File: src/rtl/audio_pkg.sv
// Shared widths and the mixer-to-I2S sample conversion used by the I2S transmitter.
package audio_pkg;

  localparam int SAMPLE_W   = 11;
  localparam int I2S_W      = 16;
  localparam int FRAME_BITS = 32;
  localparam int BIT_CNT_W  = $clog2(FRAME_BITS);

  typedef enum logic {
    CH_LEFT  = 1'b0,
    CH_RIGHT = 1'b1
  } chan_e;

  // Flipping the MSB turns the unsigned mixer sum into two's complement around mid-scale.
  function automatic logic [I2S_W-1:0] to_i2s(input logic [SAMPLE_W-1:0] a);
    return {~a[SAMPLE_W-1], a[SAMPLE_W-2:0], {(I2S_W-SAMPLE_W){1'b0}}};
  endfunction

endpackage

File: src/rtl/i2s_clkgen.sv
// Bit-clock divider: toggles bclk every DIV system clocks and flags the clock in
// which bclk is about to fall so the serial side can update alongside it.
module i2s_clkgen #(
  parameter int DIV = 14
) (
  input  logic clock_i,
  input  logic reset_ni,
  output logic bclk_o,
  output logic fall_evt_o
);

  localparam int CW = (DIV > 1) ? $clog2(DIV) : 1;
  localparam logic [CW-1:0] LAST = CW'(DIV - 1);

  logic [CW-1:0] cnt_q, cnt_d;
  logic          bclk_q, bclk_d;
  logic          wrap;

  always_comb begin
    wrap   = (cnt_q == LAST);
    cnt_d  = wrap ? '0 : cnt_q + 1'b1;
    bclk_d = wrap ? ~bclk_q : bclk_q;
  end

  always_ff @(posedge clock_i) begin
    if (!reset_ni) begin
      cnt_q  <= '0;
      bclk_q <= 1'b0;
    end else begin
      cnt_q  <= cnt_d;
      bclk_q <= bclk_d;
    end
  end

  assign bclk_o     = bclk_q;
  assign fall_evt_o = wrap & bclk_q;

endmodule

File: src/rtl/i2s_tx.sv
// Philips I2S transmitter for the left/right mixer sums: 32 bclk per frame,
// lrck leads each channel MSB by one bclk, and the L/R pair is latched once per frame.
module i2s_tx
  import audio_pkg::*;
#(
  parameter int DIV = 14
) (
  input  logic                clock,
  input  logic                reset,
  input  logic [SAMPLE_W-1:0] laudio,
  input  logic [SAMPLE_W-1:0] raudio,
  output logic                i2s_bclk,
  output logic                i2s_lrck,
  output logic                i2s_data,
  output logic                sample
);

  localparam logic [BIT_CNT_W-1:0] N_LAST    = BIT_CNT_W'(FRAME_BITS - 1);
  localparam logic [BIT_CNT_W-1:0] N_R_FIRST = BIT_CNT_W'(FRAME_BITS / 2 - 1);

  logic                 fallEvt;
  logic [BIT_CNT_W-1:0] n_q, n_d;
  chan_e                lrck_q, lrck_d;
  logic                 data_q, data_d;
  logic                 sample_q, sample_d;
  logic [I2S_W-1:0]     l16_q, l16_d, r16_q, r16_d;
  logic [3:0]           bitIdx;

  i2s_clkgen #(.DIV(DIV)) u_clkgen (
    .clock_i    (clock),
    .reset_ni   (reset),
    .bclk_o     (i2s_bclk),
    .fall_evt_o (fallEvt)
  );

  // Within each 16-bit half-frame the word bit is 15 minus the low four counter bits.
  always_comb begin
    n_d      = n_q;
    lrck_d   = lrck_q;
    data_d   = data_q;
    sample_d = 1'b0;
    l16_d    = l16_q;
    r16_d    = r16_q;
    bitIdx   = 4'd0;
    if (fallEvt) begin
      n_d    = n_q + 1'b1;
      bitIdx = ~n_d[3:0];
      lrck_d = (n_d >= N_R_FIRST && n_d != N_LAST) ? CH_RIGHT : CH_LEFT;
      data_d = n_d[4] ? r16_q[bitIdx] : l16_q[bitIdx];
      if (n_d == N_LAST) begin
        l16_d    = to_i2s(laudio);
        r16_d    = to_i2s(raudio);
        sample_d = 1'b1;
      end
    end
  end

  always_ff @(posedge clock) begin
    if (!reset) begin
      n_q      <= N_LAST;
      lrck_q   <= CH_LEFT;
      data_q   <= 1'b0;
      sample_q <= 1'b0;
      l16_q    <= '0;
      r16_q    <= '0;
    end else begin
      n_q      <= n_d;
      lrck_q   <= lrck_d;
      data_q   <= data_d;
      sample_q <= sample_d;
      l16_q    <= l16_d;
      r16_q    <= r16_d;
    end
  end

  assign i2s_lrck = lrck_q;
  assign i2s_data = data_q;
  assign sample   = sample_q;

endmodule

File: config.mk
export PLATFORM = sky130hd
export DESIGN_NAME = i2s_tx
export DESIGN_NICKNAME = d
export VERILOG_FILES = /design/src/rtl/audio_pkg.sv /design/src/rtl/i2s_clkgen.sv /design/src/rtl/i2s_tx.sv
export SDC_FILE = /design/constraint.sdc
export NUM_CORES = 1
export LEC_CHECK = 0
export CELL_PAD_IN_SITES_DETAIL_PLACEMENT = 0
export CELL_PAD_IN_SITES_GLOBAL_PLACEMENT = 2
export CORE_MARGIN = 3
export CORE_UTILIZATION = 36
export CTS_CLUSTER_SIZE = 25
export DETAILED_ROUTE_END_ITERATION = 8
export PLACE_DENSITY_LB_ADDON = 0.1
export SYNTH_ARGS = -nofsm -noshare
export SYNTH_HDL_FRONTEND = slang
export SYNTH_SLANG_ARGS = --single-unit
File: constraint.sdc
create_clock -name clock -period 4.8 [get_ports clock]
set_input_delay 0.72 -clock clock [delete_from_list [all_inputs] [get_ports clock]]
set_output_delay 0.72 -clock clock [all_outputs]
set_load 0.01 [all_outputs]
==> flow_metrics.tcl, run 1 <==
set metrics [dict create \
    cp.arrival_ps 2890 \
    synth-adder-area-share_pct 2.88 \
    place_area_sq_um 2020 \
    syn_to_final_growth_pct 20.8 \
    tightest_slew_ps 939 \
    clk_latency_ps 280 \
    cp.required_ps 5010 \
    synth-seq-cells 35 \
    cts_htree_levels 2 \
    yosys.area.top_type "dfxtp_1" \
    syn-instance-count 168 \
    busiest_layer "met2" \
    dr.pass1.iters 4 \
    grt_util_met1_pct 16.5 \
    ys.warnings.count 0 \
    numCtsBuffers 5 \
    regArea_sq_um 701 \
    cts_sinks 35 \
    fillerInstances 427 \
    start_util_pct 38.5 \
    hold_viol 0 \
    yosysTopAreaCellShare_pct 40.4 \
    dpl.cell_count 238 \
    antenna_left 0 \
    drtIter0Drc 84 \
    dieArea_sq_um 5690 \
    grt_overflow 0 \
    track_usage_pct 13.1 \
    place_congestion 0.761 \
    drive_gt1_share_pct 8.76 \
    antenna_found_initial 0 \
    syn_area_sq_um 1740 \
    dpl.hpwl_um 2460 \
    avgSynthCellArea_sq_um 10.3 \
    hold_buffers 0 \
    peakVddDrop_mv 0.138 \
    min_path_type "flip-flop to flip-flop" \
    rsz0062_at_grt "no" \
    wire_per_inst_um 13.8 \
    mostFrequentLayoutCells "dfxtp_1 (35), clkdlybuf4s50_1 (27), mux2i_1 (24)" \
    synth_xor_area_share_pct 3.46 \
    synth_top_family_by_area "simple AND/OR/NAND/NOR gates" \
    yosys_most_used_dff "dfxtp_1" \
    synth_compound_area_share_pct 10.3 \
    nets 221 \
    clockBufferDepth 2 \
    grtUsageMet3_pct 3.43 \
    fin_crit_ps 2670 \
    cts.clk_slew.worst_paths_ps 70 \
    fmax_ghz 0.374 \
    final_common_cell "dfxtp_1" \
    stdcell_count 246 \
    io_buffers 27 \
    tns_ps 0 \
    leakage_nw 0.927 \
    dr_total_vias 1249 \
    slew-limit-headroom_pct 37.4 \
    crit_path_end_kind "flip-flop" \
    utilization_pct 46.6 \
    synth.area.top_cells "dfxtp_1 (40%), mux2i_1 (14%), nor2b_1 (7.6%)" \
    grt_max_degree 37 \
    drv_cap 0 \
    finalSetupViolations 0 \
    post-route-cell-area_sq_um 2100 \
    path_max_fanout 24 \
    post-route-period-util_pct 55.7 \
    cp-start-kind "flip-flop" \
    crit_type "flip-flop to flip-flop" \
    yosys.area_share.simple_pct 19.3 \
    multi_input_area_sq_um 957 \
    grt_pass1_wl_um 5600 \
    finalMaxSlewViolations 0 \
    synth-edff-count 0 \
    ys_types 39 \
    skew_ps 5.20 \
    fp.dieW_um 75.4 \
    die_y_um 75.4 \
    cts-root-buf "clkbuf_8" \
    core_sq_um 4500 \
    power.density_nw_per_um2 252 \
    viasPerCell 5.08 \
    grt_pass1_vias 1236 \
    synth_nets 196 \
    fp-row-count 24 \
    drc 0 \
    routed_wl_um 3400 \
    pin_count 28 \
    post_cts_resized 0 \
    async_flop_share_pct 0 \
    cts_tree "done" \
    use_met2_pct 20.5 \
    post_cts_buffers 0 \
    yosysSeqAreaShare_pct 40.4 \
    status "finished clean" \
    antennaDiodeCount 0 \
    synth_mux_area_share_pct 19.3 \
]
## through the flow
stage | hold WS, ps | setup slack (ps) | total power (W)
5_1_grt | 497 | 1860 | 0.000551
3_5_place_dp | 453 | 2120 | 0.000333
2_1_floorplan | 432 | 2820 | 0.000312
3_3_place_gp | 442 | 2220 | 0.000333
4_1_cts | 462 | 2090 | 0.000539
6_report | 460 | 2130 | 0.000529
## critical path: stages (launching register included)
cell	delay, ps
dfxtp_1	730
ha_1	400
nand3_2	140
xnor2_2	270
o2111ai_4	530
or2_0	390
a21boi_1	130
## cell usage after synthesis, drive strengths merged (3+ instances only)
master / n
mux2i: 24
ha: 4
nand3: 10
clkbuf: 5
o21ai: 6
mux4: 4
buf: 5
nor2b: 21
a21oi: 8
xnor2: 4
dfxtp: 35
nor2: 3
inv: 4
nand2: 10
## cells by family after synthesis
family          after synthesis
xor+xnor                      6
buf+inv                      14
compound gates               24
flops                        35
mux                          28
simple gates                 57
fa+ha+maj                     4
## layout make-up
| type | instances | share of cell area (%) |
|---|---|---|
| multi-input cells | 119 | 45.6 |
| clock buffers | 7 | 3.64 |
| repair buffers | 28 | 13.2 |
| inverters | 4 | 0.716 |
| clock inverters | 1 | 0.239 |
| flip-flops and latches | 35 | 33.4 |
| well taps | 52 | 3.10 |
## report_power, final
part / leakage [nW] / internal [W] / switching (W)
clock: 0.0422 / 0.000102 / 0.000100
combinational: 0.602 / 0.0000223 / 0.00000946
sequential: 0.283 / 0.000292 / 0.00000258
total: 0.927 / 0.000416 / 0.000112
## worst paths after layout
kind	startpoint	to	slack, ps	cells after the start
setup / recovery	n_q[0]	l16_q[15]	2130	6
setup reg to reg	n_q[0]	l16_q[15]	2130	6
hold / removal	i2s_lrck	i2s_lrck	460	2
hold reg to reg	i2s_lrck	i2s_lrck	460	2
## state kept, by name, indices dropped and copies added, names as in the netlist
name / flops
u_clkgen.bclk_o: 1
r16_q: 11
i2s_data: 1
n_q: 5
u_clkgen.cnt_q: 4
l16_q: 11
sample: 1
i2s_lrck: 1
## metal layers
metal	share of wire, %	vias to the layer above
met1	48	579
met3	4.1	7
met5	0	-
li1	-	641
met2	46	22
met4	1.9	0
No activity file was read; power rests on OpenSTA's default activity.
==> run 2: changes to the inputs <==
--- a/config.mk
+++ b/config.mk
@@ -8,7 +8,7 @@
 export CELL_PAD_IN_SITES_DETAIL_PLACEMENT = 0
 export CELL_PAD_IN_SITES_GLOBAL_PLACEMENT = 2
 export CORE_MARGIN = 3
-export CORE_UTILIZATION = 36
+export CORE_UTILIZATION = 33
 export CTS_CLUSTER_SIZE = 25
 export DETAILED_ROUTE_END_ITERATION = 8
 export PLACE_DENSITY_LB_ADDON = 0.1
==> constraint.sdc (replaced) <==
create_clock -name clock -period 2.6 [get_ports clock]
set_input_delay 0.39 -clock clock [delete_from_list [all_inputs] [get_ports clock]]
set_output_delay 0.39 -clock clock [all_outputs]
set_load 0.01 [all_outputs]
==> run 2 against run 1 <==
  * Die area increased by 8.3%
  * Global-route usage down 0.95 points
  * Sequential cell count stayed put
  * Register-to-register slack lost 1900 ps
  * Largest cell class unchanged
  * Largest power group unchanged
==> flow_metrics.tcl, run 2 (synthesized netlist as in run 1, its figures left out) <==
set metrics [dict create \
    status "finished clean" \
    fp-row-count 25 \
    syn_to_final_growth_pct 24.8 \
    fin_ws_ps 269 \
    dpl.hpwl_um 2560 \
    routed_wl_um 3430 \
    grt_pass1_vias 1235 \
    skew_ps 5.72 \
    crit_type "flip-flop to flip-flop" \
    antenna_found_initial 0 \
    power.density_nw_per_um2 482 \
    reg_top3 "l16_q x11, r16_q x11, n_q x5" \
    switchingPower_w 0.000222 \
    rr_worst_depth 7 \
    critical_path.endpoint "i2s_data" \
    cp_num_cells 7 \
    io_buffers 27 \
    dr.pass1.iters 4 \
    antennaDiodeCount 0 \
    slew-limit-headroom_pct 69.8 \
    r2r_end "i2s_data" \
    post_cts_resized 0 \
    grt_max_degree 32 \
    drive_gt1_share_pct 10.7 \
    clk_latency_ps 290 \
    fmax_ghz 0.429 \
    tightest_slew_ps 452 \
    peakVddDrop_mv 0.230 \
    post_cts_buffers 0 \
    fp.dieW_um 78.5 \
    finalSetupViolations 0 \
    cp.arrival_ps 2510 \
    hold_viol 0 \
    reg2reg_slack_ps 270 \
    leakage_nw 0.950 \
    cts_htree_levels 2 \
    numCtsBuffers 5 \
    regArea_sq_um 701 \
    clockBufferDepth 2 \
    seqPwrFrac_pct 52.1 \
    swShare_pct 21.3 \
    stdcell_count 263 \
    antenna_left 0 \
    crit_path_end_kind "flip-flop" \
    crit_slowest_cell "ha_1" \
    core_sq_um 4910 \
    pin_count 28 \
    critPathMaxStageDelay_ps 590 \
    dr_total_vias 1256 \
    multi_input_area_sq_um 957 \
    dpl.cell_count 255 \
    viasPerCell 4.78 \
    cp-startpoint "n_q[0]" \
    grt_pass1_wl_um 5830 \
    cts-root-buf "clkbuf_8" \
    p_comb_share_pct 5.7 \
    cts_tree "done" \
    r2r_start "n_q[0]" \
    die_y_um 78.5 \
    post-route-period-util_pct 89.7 \
    drtIter0Drc 69 \
    nets 223 \
    path_cells "inv_1 > ha_1 > mux2i_1 > a21oi_1 > o22ai_1 > o22a_1 > o41ai_1" \
    track_usage_pct 12.2 \
    worst_hold_slack_ps 454 \
    drc 0 \
    rsz0062_at_grt "no" \
    fillerInstances 487 \
    place_congestion 0.763 \
    cp.required_ps 2780 \
    cts_sinks 35 \
    tns_ps 0 \
    intPower_w 0.000822 \
    wire_per_inst_um 13.0 \
    fin_crit_ps 2330 \
    hold_buffers 0 \
    critical_path.top_delay_family "compound AO/OA/AOI/OAI gates" \
    grt_overflow 0 \
    finalMaxSlewViolations 0 \
    drv_cap 0 \
    dieArea_sq_um 6160 \
    crit_buf_inv 1 \
    cp-start-kind "flip-flop" \
    cts.clk_slew.worst_paths_ps 70 \
    clkPwrFrac_pct 42.1 \
    path_max_fanout 10 \
    start_util_pct 35.3 \
    final_common_cell "dfxtp_1" \
    dp_slack_ps 239 \
    mostFrequentLayoutCells "dfxtp_1 (35), clkdlybuf4s50_1 (27), mux2i_1 (24)" \
    min_path_type "flip-flop to flip-flop" \
]
run 2: cell types whose count changed in the layout (fill, tap and decap cells not counted):
cell / previous run / this run
clkinvlp_4: 0 / 1
clkbuf_8: 5 / 7
buf_12: 0 / 1
clkinv_2: 1 / 0
buf_4: 1 / 2
clkbuf_1: 2 / 0
run 2: worst min path at each step:
| stage | from | to | slack [ps] | cells after the start |
|---|---|---|---|---|
| final | l16_q[15] | l16_q[15] | 450 | 2 |
| after global routing | l16_q[15] | l16_q[15] | 480 | 2 |
| after global placement | l16_q[15] | l16_q[15] | 440 | 2 |
| after floorplan | l16_q[15] | l16_q[15] | 430 | 2 |
| after CTS | l16_q[15] | l16_q[15] | 460 | 2 |
| after detailed placement | l16_q[15] | l16_q[15] | 450 | 2 |
run 2: through the flow:
stage	utilization (%)	instance area, sq um	total power, W
floorplan	-	1740	0.000576
global placement	42.0	2060	0.000616
detailed placement	42.0	2060	0.000617
CTS	44.1	2170	0.00106
global route	44.1	2170	0.00109
finish	44.1	2170	0.00104
run 2: final cells by class:
class | count | area share [%]
Sequential cell | 35 | 32.4
Multi-Input combinational cell | 119 | 44.2
Timing Repair Buffer | 30 | 14.1
Clock inverter | 1 | 0.347
Clock buffer | 7 | 4.45
Tap cell | 67 | 3.87
Inverter | 4 | 0.693
run 2: layer usage:
metal | share of wire (%) | vias to the layer above | routed length, um | global-route usage (%)
met2 | 44 | 25 | 1510 | 17.3
met3 | 4.1 | 5 | 140 | 4.47
met5 | 0 | - | 0 | 0
met1 | 50 | 579 | 1730 | 16.5
met4 | 1.6 | 0 | 54 | 4.72
li1 | - | 647 | - | -
run 2: power groups by stage:
stage / logic, W / registers [W] / clock network (W)
4_1_cts: 0.0000602 / 0.000544 / 0.000457
3_3_place_gp: 0.0000591 / 0.000556 / 0
2_1_floorplan: 0.0000202 / 0.000556 / 0
6_report: 0.0000597 / 0.000544 / 0.000440
3_5_place_dp: 0.0000600 / 0.000557 / 0
5_1_grt: 0.0000647 / 0.000545 / 0.000481
run 2: worst register-to-register path, stage by stage (launching register included):
cell     delay (ps)
dfxtp_1         520
inv_1           110
ha_1            590
mux2i_1         140
a21oi_1         230
o22ai_1         120
o22a_1          180
o41ai_1         330
==> run 3: changes to the inputs <==
--- a/config.mk
+++ b/config.mk
@@ -8,7 +8,7 @@
 export CELL_PAD_IN_SITES_DETAIL_PLACEMENT = 0
 export CELL_PAD_IN_SITES_GLOBAL_PLACEMENT = 2
 export CORE_MARGIN = 3
-export CORE_UTILIZATION = 33
+export CORE_UTILIZATION = 30
 export CTS_CLUSTER_SIZE = 25
 export DETAILED_ROUTE_END_ITERATION = 8
 export PLACE_DENSITY_LB_ADDON = 0.1
==> constraint.sdc (replaced) <==
create_clock -name clock -period 2 [get_ports clock]
set_input_delay 0.3 -clock clock [delete_from_list [all_inputs] [get_ports clock]]
set_output_delay 0.3 -clock clock [all_outputs]
set_load 0.01 [all_outputs]
==> run 3 against run 2 <==
  * Wire length up 8.4%
  * Combinational power grew 30%
  * Sequential cell count is the same
  * Critical path type unchanged
  * Largest power group unchanged
==> flow_metrics.tcl, run 3 (synthesized netlist as in run 1, its figures left out) <==
set metrics [dict create \
    hold_depth 2 \
    die_y_um 82.1 \
    reg2reg_slack_ps 230 \
    mostFrequentLayoutCells "dfxtp_1 (34), clkdlybuf4s50_1 (27), mux2i_1 (24)" \
    track_usage_pct 12.5 \
    grt_pass1_vias 1297 \
    r2r_end "l16_q[15]" \
    viasPerCell 4.79 \
    syn_to_final_growth_pct 28.9 \
    cp.required_ps 2220 \
    cts.clk_slew.worst_paths_ps 70 \
    multi_input_area_sq_um 991 \
    finalSetupViolations 0 \
    path_max_fanout 24 \
    status "finished clean" \
    fillerInstances 560 \
    clockBufferDepth 2 \
    fp-row-count 27 \
    dieArea_sq_um 6730 \
    antennaDiodeCount 0 \
    drive_gt1_share_pct 14.8 \
    regArea_sq_um 702 \
    tightest_slew_ps 344 \
    post-route-period-util_pct 88.5 \
    core_sq_um 5540 \
    dr_total_vias 1317 \
    cts_sinks 35 \
    reg_top3 "l16_q x11, r16_q x11, n_q x5" \
    routed_wl_um 3720 \
    peakVddDrop_mv 0.207 \
    grt_overflow 0 \
    post_cts_buffers 0 \
    fmax_ghz 0.565 \
    grt_pass1_wl_um 6260 \
    clk_latency_ps 290 \
    cts_htree_levels 2 \
    cp-start-kind "flip-flop" \
    numCtsBuffers 5 \
    finalMaxSlewViolations 0 \
    drtIter0Drc 39 \
    hold_viol 0 \
    utilization_pct 40.4 \
    pin_count 28 \
    final_common_cell "dfxtp_1" \
    cp-startpoint "u_clkgen.cnt_q[0]" \
    leakage_nw 0.979 \
    cts_tree "done" \
    fp.dieW_um 82.1 \
    antenna_left 0 \
    post_cts_resized 1 \
    dpl.hpwl_um 2790 \
    nets 230 \
    r2r_start "u_clkgen.cnt_q[0]" \
    cts-root-buf "clkbuf_8" \
    crit_path_end_kind "flip-flop" \
    min_path_type "flip-flop to flip-flop" \
    io_buffers 27 \
    drv_cap 0 \
    start_util_pct 31.3 \
    rsz0062_at_grt "no" \
    dr.pass1.iters 4 \
    slew-limit-headroom_pct 77.0 \
    crit_type "flip-flop to flip-flop" \
    wire_per_inst_um 13.5 \
    rr_worst_depth 6 \
    hold_buffers 0 \
    cp.arrival_ps 1990 \
    antenna_found_initial 0 \
    critical_path.endpoint "l16_q[15]" \
    grt_max_degree 25 \
    skew_ps 2.31 \
    fin_crit_ps 1770 \
    place_congestion 0.817 \
    drc 0 \
    power.density_nw_per_um2 573 \
    worst_hold_slack_ps 458 \
]
run 3: worst max-delay path: stages, from the launching register on:
cell and delay (ps):
dfxtp_1 400, ha_1 260, and4_1 350, o2111ai_4 170, buf_12 210, or2_0 210
a21boi_1 110
run 3: worst min-delay path by stage:
stage,from,end
final,r16_q[15],r16_q[15]
after global routing,l16_q[15],l16_q[15]
after detailed placement,r16_q[15],r16_q[15]
after floorplan,l16_q[15],l16_q[15]
after CTS,r16_q[15],r16_q[15]
after global placement,i2s_lrck,i2s_lrck
run 3: metal layers:
layer | track usage, % | wire [um]
met1 | 15.2 | 1650
met2 | 20.6 | 1860
met3 | 3.73 | 146
met4 | 4.49 | 62
met5 | 0 | 0
run 3: metrics by stage:
step	setup TNS (ps)	total power [W]	worst slack [ps]	area (sq um)	std cells
2_1_floorplan	0	0.000749	15.4	1740	168
3_3_place_gp	0	0.000800	140	2120	267
3_5_place_dp	-12.7	0.000802	-12.7	2120	267
4_1_cts	0	0.00130	67.5	2200	275
5_1_grt	0	0.00134	98.5	2240	275
6_report	0	0.00128	229	2240	275
run 3: area by class of cell:
class                      instances  area share [%]
tap                               72            4.03
multi-input combinational        119            44.3
sequential                        35            31.4
clock inverter                     1           0.224
inverter                           4           0.671
clock buffer                       7            3.41
timing repair buffer              37            16.0
run 3: power breakdown:
part | internal (W) | total, W | switching [W]
sequential | 0.000702 | 0.000708 | 0.00000593
combinational | 0.0000548 | 0.0000778 | 0.0000230
clock | 0.000244 | 0.000496 | 0.000252
